## config.mk

```make
export PLATFORM = sky130hd
export DESIGN_NAME = sram_arbiter_2m
export DESIGN_NICKNAME = d
export VERILOG_FILES = /design/src/rtl/sram_arbiter_2m.sv
export SDC_FILE = /design/constraint.sdc
export NUM_CORES = 1
export LEC_CHECK = 0
export ABC_AREA = 0
export CAP_MARGIN = 20
export CORE_AREA = 2 2 339 341
export CTS_CLUSTER_DIAMETER = 60
export DETAILED_ROUTE_END_ITERATION = 7
export DIE_AREA = 0 0 341 343
export REMOVE_ABC_BUFFERS = 1
export SYNTH_ARGS = -nofsm -noshare
export SYNTH_HDL_FRONTEND = slang
export SYNTH_SLANG_ARGS = --single-unit
export TNS_END_PERCENT = 10
```

## constraint.sdc

```tcl
create_clock -name clk_i -period 17.1 [get_ports clk_i]
set_input_delay 3.42 -clock clk_i [delete_from_list [all_inputs] [get_ports clk_i]]
set_output_delay 3.42 -clock clk_i [all_outputs]
set_load 0.05 [all_outputs]
```

## src/rtl/sram_arbiter_2m.sv

```systemverilog
// -----------------------------------------------------------------------------
// sram_arbiter_2m
//
// Two-master arbiter and sequencer in front of the 128-bit DE2 SRAM line
// controller. Master 0 is the data cache and master 1 is the instruction
// cache. One master's line transaction is latched and issued to the controller
// as a single-cycle read or write command. The arbiter then waits for the
// controller acknowledge and returns a one-cycle acknowledge, plus read data,
// to the granted master.
//
// FSM: IDLE -> ISSUE -> WAIT -> RESP -> IDLE
//   A request sampled in IDLE cycle C0 gives the command in C1.
//   With an 8-cycle controller, mem_ack_i arrives in C9 and the master ack
//   is high in C10. The next request is sampled in C11.
//
// Configuration macro:
//   SRAM_ARB_RR_EN  defined   : round-robin. On a tie, the master that did
//                               not win last time (grant_o) is granted.
//                   undefined : fixed priority. Master 0 wins every tie.
//
// Ports:
//   clk_i, rst_i                 clock, asynchronous active-high reset
//   m{0,1}_req_i                 request level, held until m{0,1}_ack_o
//   m{0,1}_we_i                  1 = line write, 0 = line read
//   m{0,1}_addr_i                line base address (16-bit word units)
//   m{0,1}_wdata_i               write line
//   m{0,1}_rdata_o               last line read for that master
//   m{0,1}_ack_o                 one-cycle completion pulse
//   mem_addr_o, mem_wdata_o      latched transaction, stable for its duration
//   mem_wren_o, mem_rden_o       one-cycle command pulses (ISSUE state)
//   mem_rdata_i, mem_ack_i       controller read line and completion pulse
//   grant_o                      master owning the current/last transaction
//   busy_o                       high whenever the FSM is not in IDLE
//   err_o                        sticky: mem_ack_i seen outside WAIT
// -----------------------------------------------------------------------------
module sram_arbiter_2m #(
  parameter int ADDR_W = 32,
  parameter int DATA_W = 128
) (
  input  logic              clk_i,
  input  logic              rst_i,

  input  logic              m0_req_i,
  input  logic              m0_we_i,
  input  logic [ADDR_W-1:0] m0_addr_i,
  input  logic [DATA_W-1:0] m0_wdata_i,
  output logic [DATA_W-1:0] m0_rdata_o,
  output logic              m0_ack_o,

  input  logic              m1_req_i,
  input  logic              m1_we_i,
  input  logic [ADDR_W-1:0] m1_addr_i,
  input  logic [DATA_W-1:0] m1_wdata_i,
  output logic [DATA_W-1:0] m1_rdata_o,
  output logic              m1_ack_o,

  output logic [ADDR_W-1:0] mem_addr_o,
  output logic [DATA_W-1:0] mem_wdata_o,
  output logic              mem_wren_o,
  output logic              mem_rden_o,
  input  logic [DATA_W-1:0] mem_rdata_i,
  input  logic              mem_ack_i,

  output logic              grant_o,
  output logic              busy_o,
  output logic              err_o
);

  typedef enum logic [1:0] {
    IDLE  = 2'd0,
    ISSUE = 2'd1,
    WAIT  = 2'd2,
    RESP  = 2'd3
  } state_t;

  state_t              state_reg;
  logic                we_reg;
  logic [ADDR_W-1:0]   addr_reg;
  logic [DATA_W-1:0]   wdata_reg;
  logic                grant_reg;
  logic                wren_reg;
  logic                rden_reg;
  logic                busy_reg;
  logic                err_reg;
  logic [1:0]          ack_reg;

  logic [1:0]          req_vec;
  logic                win_next;
  logic                win_we;
  logic [ADDR_W-1:0]   win_addr;
  logic [DATA_W-1:0]   win_wdata;
  logic                rd_capture;

  assign req_vec = {m1_req_i, m0_req_i};

  // Winner selection. This value is only used when at least one request is
  // pending, so the all-idle case needs no special handling.
  always_comb begin
    win_next = 1'b0;
`ifdef SRAM_ARB_RR_EN
    if (req_vec == 2'b11) begin
      win_next = ~grant_reg;
    end else begin
      win_next = req_vec[1];
    end
`else
    win_next = ~req_vec[0];
`endif
  end

  assign win_we    = win_next ? m1_we_i    : m0_we_i;
  assign win_addr  = win_next ? m1_addr_i  : m0_addr_i;
  assign win_wdata = win_next ? m1_wdata_i : m0_wdata_i;

  // A read line is captured only on the acknowledge that ends a read in WAIT.
  // An acknowledge seen in any other state is flagged by err_o only.
  assign rd_capture = (state_reg == WAIT) && mem_ack_i && !we_reg;

  // Main sequencer. The command pulses and the master acks are registered
  // and default low, so each is high for exactly one cycle.
  always_ff @(posedge clk_i or posedge rst_i) begin
    if (rst_i) begin
      state_reg <= IDLE;
      we_reg    <= 1'b0;
      addr_reg  <= '0;
      wdata_reg <= '0;
      grant_reg <= 1'b0;
      wren_reg  <= 1'b0;
      rden_reg  <= 1'b0;
      busy_reg  <= 1'b0;
      err_reg   <= 1'b0;
      ack_reg   <= 2'b00;
    end else begin
      wren_reg <= 1'b0;
      rden_reg <= 1'b0;
      ack_reg  <= 2'b00;

      if (mem_ack_i && (state_reg != WAIT)) begin
        err_reg <= 1'b1;
      end

      case (state_reg)
        IDLE: begin
          if (|req_vec) begin
            grant_reg <= win_next;
            we_reg    <= win_we;
            addr_reg  <= win_addr;
            wdata_reg <= win_wdata;
            // The command is raised together with the move to ISSUE, so it
            // is visible throughout the ISSUE cycle.
            wren_reg  <= win_we;
            rden_reg  <= ~win_we;
            busy_reg  <= 1'b1;
            state_reg <= ISSUE;
          end
        end
        ISSUE: begin
          state_reg <= WAIT;
        end
        WAIT: begin
          if (mem_ack_i) begin
            ack_reg[grant_reg] <= 1'b1;
            state_reg          <= RESP;
          end
        end
        RESP: begin
          busy_reg  <= 1'b0;
          state_reg <= IDLE;
        end
        default: begin
          busy_reg  <= 1'b0;
          state_reg <= IDLE;
        end
      endcase
    end
  end

  // Per-master read-line holding registers. A master's line changes only when
  // a read of its own completes. Otherwise it keeps the last captured line.
  genvar gi;
  generate
    for (gi = 0; gi < 2; gi++) begin : g_master
      logic [DATA_W-1:0] rdata_reg;

      always_ff @(posedge clk_i or posedge rst_i) begin
        if (rst_i) begin
          rdata_reg <= '0;
        end else if (rd_capture && (grant_reg == (gi == 1))) begin
          rdata_reg <= mem_rdata_i;
        end
      end
    end
  endgenerate

  assign m0_rdata_o  = g_master[0].rdata_reg;
  assign m1_rdata_o  = g_master[1].rdata_reg;
  assign m0_ack_o    = ack_reg[0];
  assign m1_ack_o    = ack_reg[1];

  assign mem_addr_o  = addr_reg;
  assign mem_wdata_o = wdata_reg;
  assign mem_wren_o  = wren_reg;
  assign mem_rden_o  = rden_reg;

  assign grant_o     = grant_reg;
  assign busy_o      = busy_reg;
  assign err_o       = err_reg;

endmodule

```

==> flow_metrics.tcl, run 1 <==
set metrics [dict create \
    placed_cells 3595 \
    powerDensity_nw_per_um2 225.0 \
    drtIter0Drc 563 \
    worstSetupPathType "primary input to flip-flop" \
    r2r_slack_ps 13540 \
    hold_end "mem_addr_o[6]" \
    ys_warn_count 0 \
    wire_per_inst_um 23.24 \
    cts_setup_buffers 0 \
    cts_tree "yes" \
    switching_share_pct 48.42 \
    period_needed_ps 6219 \
    synth_cell_types 25 \
    r2r_end "m0_rdata_o[19]" \
    worst-endpoint-required_ps 17590 \
    core_area_um2 113400 \
    hold_depth 2 \
    nets 2598 \
    cts.sinks 426 \
    ys_seq_area_share_pct 59.41 \
    fin_skew_ps 18.32 \
    drcViolationCount 0 \
    htreeDepth 2 \
    track_usage_pct 14.19 \
    seq_power_share_pct 26.7 \
    die-area_um2 117000 \
    antenna_found_initial 50 \
    synth_area_um2 17940 \
    p_clk_share_pct 17.2 \
    cts_buffer_depth 3 \
    total_power_uw 6718 \
    combPwrFrac_pct 56.1 \
    first_pass_iters 5 \
    die_x_um 341 \
    hold_start "mem_addr_o[6]" \
    overflow 0 \
    vdd_ir_drop_max_mv 0.08954 \
    maxCapViolCount 0 \
    utilization_pct 26.33 \
    cts_resized 0 \
    tns_ps 0 \
    critPathMaxFanout 63 \
    hold_viol 0 \
    synth_seq_cells 426 \
    cts_hold_buffers 0 \
    io_pins 878 \
    worst_slew_pin_slew_ps 1106 \
    grt_pass1_vias 13820 \
    synthCells 1271 \
    power.switching_uw 3253 \
    routed_wl_um 85990 \
    vias 13680 \
    start_util_pct 15.82 \
    drv_slew 0 \
    critical_path_arrival_ps 6710 \
    startpoint_type "primary input" \
    grt_max_degree 221 \
    status "finished clean" \
    numCtsBuffers 55 \
    fmax_ghz 0.1608 \
    cts_root_buffer "clkbuf_16" \
    power.internal_uw 3465 \
    endpoint_kind "flip-flop" \
    relSlewSlack_pct 26.30 \
    die_y_um 343 \
    io_buffers 877 \
    hold_ws_ps 474.7 \
    min_path_type "flip-flop to flip-flop" \
    dp_hpwl_um 71960 \
    gp_congestion 0.9062 \
    reg2reg_from "state_reg[0]" \
    vias_per_cell 3.697 \
    path_clk_slew_ps 60 \
    r2r_cells 7 \
    avgSynthCellArea_um2 14.12 \
    rows 124 \
    stdcell_count 3700 \
    area_growth_pct 66.40 \
    finalCritPeriodShare_pct 36.37 \
    antenna_left 0 \
    grt_pass1_wl_um 115800 \
    worstSkewPairLatency_ps 620 \
    power.leakage_uw 0.01300 \
    drive_above_1_share_pct 16.93 \
    setup_violations 0 \
    rsz0062_at_grt "no" \
]
## cell families (layout without fill, tap and decap cells)
family	after synthesis	in the layout	synth area share [%]
flip-flops	426	426	59.41
multiplexers	419	419	27.67
AND/OR/NAND/NOR	169	169	3.668
AO/OA/AOI/OAI	167	167	4.797
buffers and inverters	87	1001	4.246
adder cells (fa/ha/maj)	3	3	0.2092
other	0	3	0
## power by group through the flow
stage          Combinational (uW)  Sequential (uW)  Clock, uW
6_report                     3770             1790       1160
3_5_place_dp                 3810             1810          0
5_1_grt                      3920             1850       1240
2_1_floorplan                 674             3410          0
4_1_cts                      3810             1790       1200
3_3_place_gp                 3790             1790          0
## how the worst max path moves through the flow
stage | start | to | slack, ps
2_1_floorplan | rst_i | ack_reg[0] | 1820
4_1_cts | mem_ack_i | m0_rdata_o[105] | 10940
3_5_place_dp | mem_ack_i | m0_rdata_o[19] | 10250
3_3_place_gp | rst_i | m0_rdata_o[26] | 10310
6_report | mem_ack_i | m0_rdata_o[19] | 10880
5_1_grt | rst_i | m0_rdata_o[127] | 10710
## final cells by class
cell class	count	area (um^2)
Sequential cell	426	10660
Clock inverter	28	277.8
Clock buffer	74	1539
Fill cell	11850	83550
Multi-Input combinational cell	758	6538
Timing Repair Buffer	893	8916
Antenna cell	3	7.507
Tap cell	1512	1892
Inverter	6	30.03
## metrics by stage
step           area, um^2  setup slack [ps]
5_1_grt             29860             10710
6_report            29860             10880
4_1_cts             29850             10940
2_1_floorplan       17210              1818
3_5_place_dp        28040             10250
3_3_place_gp        28040             10310
## cell usage after synthesis, drive strengths merged
library cell    n  area (um^2)
a21oi           1        5.000
and3            1        11.26
nor2            3        11.26
inv             6        22.52
a21o            1        7.510
nor2b           1        6.260
mux2i         162         1622
a2bb2oi         1        8.760
clkbuf         15        56.30
ha              3        37.54
dfrtp         426        10660
mux2          257         3344
o2bb2ai         1        8.760
nor3            1        10.01
o21ai         162        822.0
nand2         163        619.3
buf            66        683.2
o22a            1        8.760
## placed cells by master (no fill, tap or decap), types with 7 or more instances in the layout
master           count
mux2_4             120
clkbuf_8             7
clkbuf_16           56
mux2_2             137
mux2i_1            162
clkdlybuf4s50_1    876
dfrtp_1            426
nand2_1            162
clkinv_2            10
buf_4               15
o21ai_0            157
clkbuf_1            11
## worst max-delay path, cell delays in order
cell and delay (ps):
clkdlybuf4s50_1 540, nand2_1 130, nor3_4 520, buf_4 800
buf_4 760, mux2_2 420
## per-layer routing
| layer | vias up | share of wire, % | GRT usage (%) |
|---|---|---|---|
| met3 | 172 | 9.1 | 5.519 |
| met2 | 621 | 47 | 23.57 |
| met4 | 32 | 2.6 | 3.240 |
| met5 | - | 0.23 | 0 |
| li1 | 6194 | - | - |
| met1 | 6660 | 41 | 17.27 |
Note: power is estimated with default switching activity, not from simulation.
==> run 2: changes to the inputs <==
Clock period 17.1 ns to 5.9 ns, I/O delays scaled along.
==> flow_metrics.tcl, run 2 (synthesized netlist as in run 1, its figures left out) <==
set metrics [dict create \
    status "finished clean" \
    finalCritPeriodShare_pct 55.83 \
    antenna_found_initial 52 \
    crit_buf_inv 1 \
    period_needed_ps 3294 \
    die-area_um2 117000 \
    placed_cells 3599 \
    rsz0062_at_grt "no" \
    worstSkewPairLatency_ps 620 \
    drcViolationCount 0 \
    grt_pass1_vias 13790 \
    worst-endpoint-required_ps 4720 \
    die_y_um 343 \
    vias_per_cell 3.674 \
    worstSetupPathType "flip-flop to primary output" \
    area_growth_pct 67.40 \
    first_pass_iters 4 \
    cts_setup_buffers 0 \
    power.leakage_uw 0.01309 \
    endpoint_kind "primary output" \
    htreeDepth 2 \
    drive_above_1_share_pct 17.25 \
    power.switching_uw 9397 \
    antenna_left 0 \
    core_area_um2 113400 \
    drv_slew 0 \
    path_clk_slew_ps 60 \
    critPathMaxFanout 2 \
    routed_wl_um 86550 \
    io_pins 878 \
    fmax_ghz 0.3036 \
    startpoint_type "flip-flop" \
    track_usage_pct 14.27 \
    drtIter0Drc 507 \
    final_cell_mix "876 x clkdlybuf4s50_1, 426 x dfrtp_1, 162 x nand2_1, 162 x mux2i_1, 157 x o21ai_0" \
    cts_hold_buffers 0 \
    overflow 0 \
    nets 2602 \
    grt_max_degree 167 \
    maxCapViolCount 0 \
    seq_power_share_pct 26.3 \
    fin_skew_ps 15.65 \
    p_clk_share_pct 17.9 \
    powerDensity_nw_per_um2 652.2 \
    cts.sinks 426 \
    vdd_ir_drop_max_mv 0.2146 \
    wire_per_inst_um 23.38 \
    crit_family "buffers and inverters" \
    cts_tree "yes" \
    cts_buffer_depth 3 \
    combPwrFrac_pct 55.8 \
    cts_resized 0 \
    setup_violations 0 \
    stdcell_count 3702 \
    vias 13600 \
    final_cell_area_um2 30040 \
    place_area_um2 28130 \
    die_x_um 341 \
    grt_pass1_wl_um 116000 \
    nFillCells 11800 \
    cts_root_buffer "clkbuf_16" \
    hold_viol 0 \
    dp_hpwl_um 72310 \
    power.internal_uw 10200 \
    gp_congestion 0.8708 \
    numCtsBuffers 55 \
    switching_share_pct 47.96 \
    critical-path-max-stage-delay_ps 1060 \
    final_common_cell "clkdlybuf4s50_1" \
    critical_path_arrival_ps 2110 \
    rows 124 \
    cp_slowest_cell "clkdlybuf4s50_1" \
    min_path_type "flip-flop to flip-flop" \
    cp_cell_sequence "clkdlybuf4s50_1" \
    worst_slew_pin_slew_ps 944.5 \
    start_util_pct 15.82 \
    relSlewSlack_pct 37.03 \
    io_buffers 877 \
]
[run 2: cell types whose count changed in the layout (fill, tap and decap cells not counted), sizes merged]
cell and change:
buf +4, inv -1, clkbuf -5, bufinv +3, diode +1, clkinvlp -2, clkinv +2
[run 2: area by class of cell]
cell class,count,area (um^2),share of cell area (%)
sequential,426,10660,35.49
timing repair buffer,897,9009,29.99
multi-input combinational,758,6538,21.76
tap,1512,1892,6.298
clock buffer,69,1530,5.094
clock inverter,30,370.4,1.233
inverter,6,30.03,0.09997
antenna,4,10.01,0.03332
[run 2: power groups by stage]
stage	logic (uW)	registers (uW)	clock network [uW]
2_1_floorplan	1950	9890	0
3_3_place_gp	11000	5150	0
3_5_place_dp	11100	5200	0
4_1_cts	11100	5170	3620
5_1_grt	11400	5340	3730
6_report	10900	5150	3500
[run 2: metrics by stage]
step           setup TNS (ps)  total power, uW  setup slack [ps]  utilization, %  hold WS, ps
3_5_place_dp                0            16260              2288           24.80        470.0
6_report                    0            19590              2606           26.49        474.5
3_3_place_gp                0            16160              2291           24.80        462.7
5_1_grt                     0            20460              2460           26.48        499.9
4_1_cts                     0            19860              2528           26.48        482.5
2_1_floorplan        -3167210            11840             -7142               -        489.0
[run 2: worst paths after layout]
kind                                      start               to  slack (ps)  cells after the start
worst min-delay path            mem_wdata_o[31]  mem_wdata_o[31]         470                      2
min in group asynchronous                 rst_i   m0_rdata_o[59]        1140                      2
worst min register to register  mem_wdata_o[31]  mem_wdata_o[31]         470                      2
worst max register to register     state_reg[0]  m1_rdata_o[125]        3310                      6
max in group asynchronous                 rst_i    m1_rdata_o[4]        3620                      3
worst max-delay path             m1_rdata_o[33]   m1_rdata_o[33]        2610                      1
[run 2: layer usage]
metal	GRT usage, %	wire [um]	vias up	part of all wire [%]
met1	17.14	34940	6528	40
met2	23.12	39930	602	46
li1	-	-	6206	-
met5	0	369	-	0.43
met3	6.233	8617	206	10
met4	4.057	2701	58	3.1
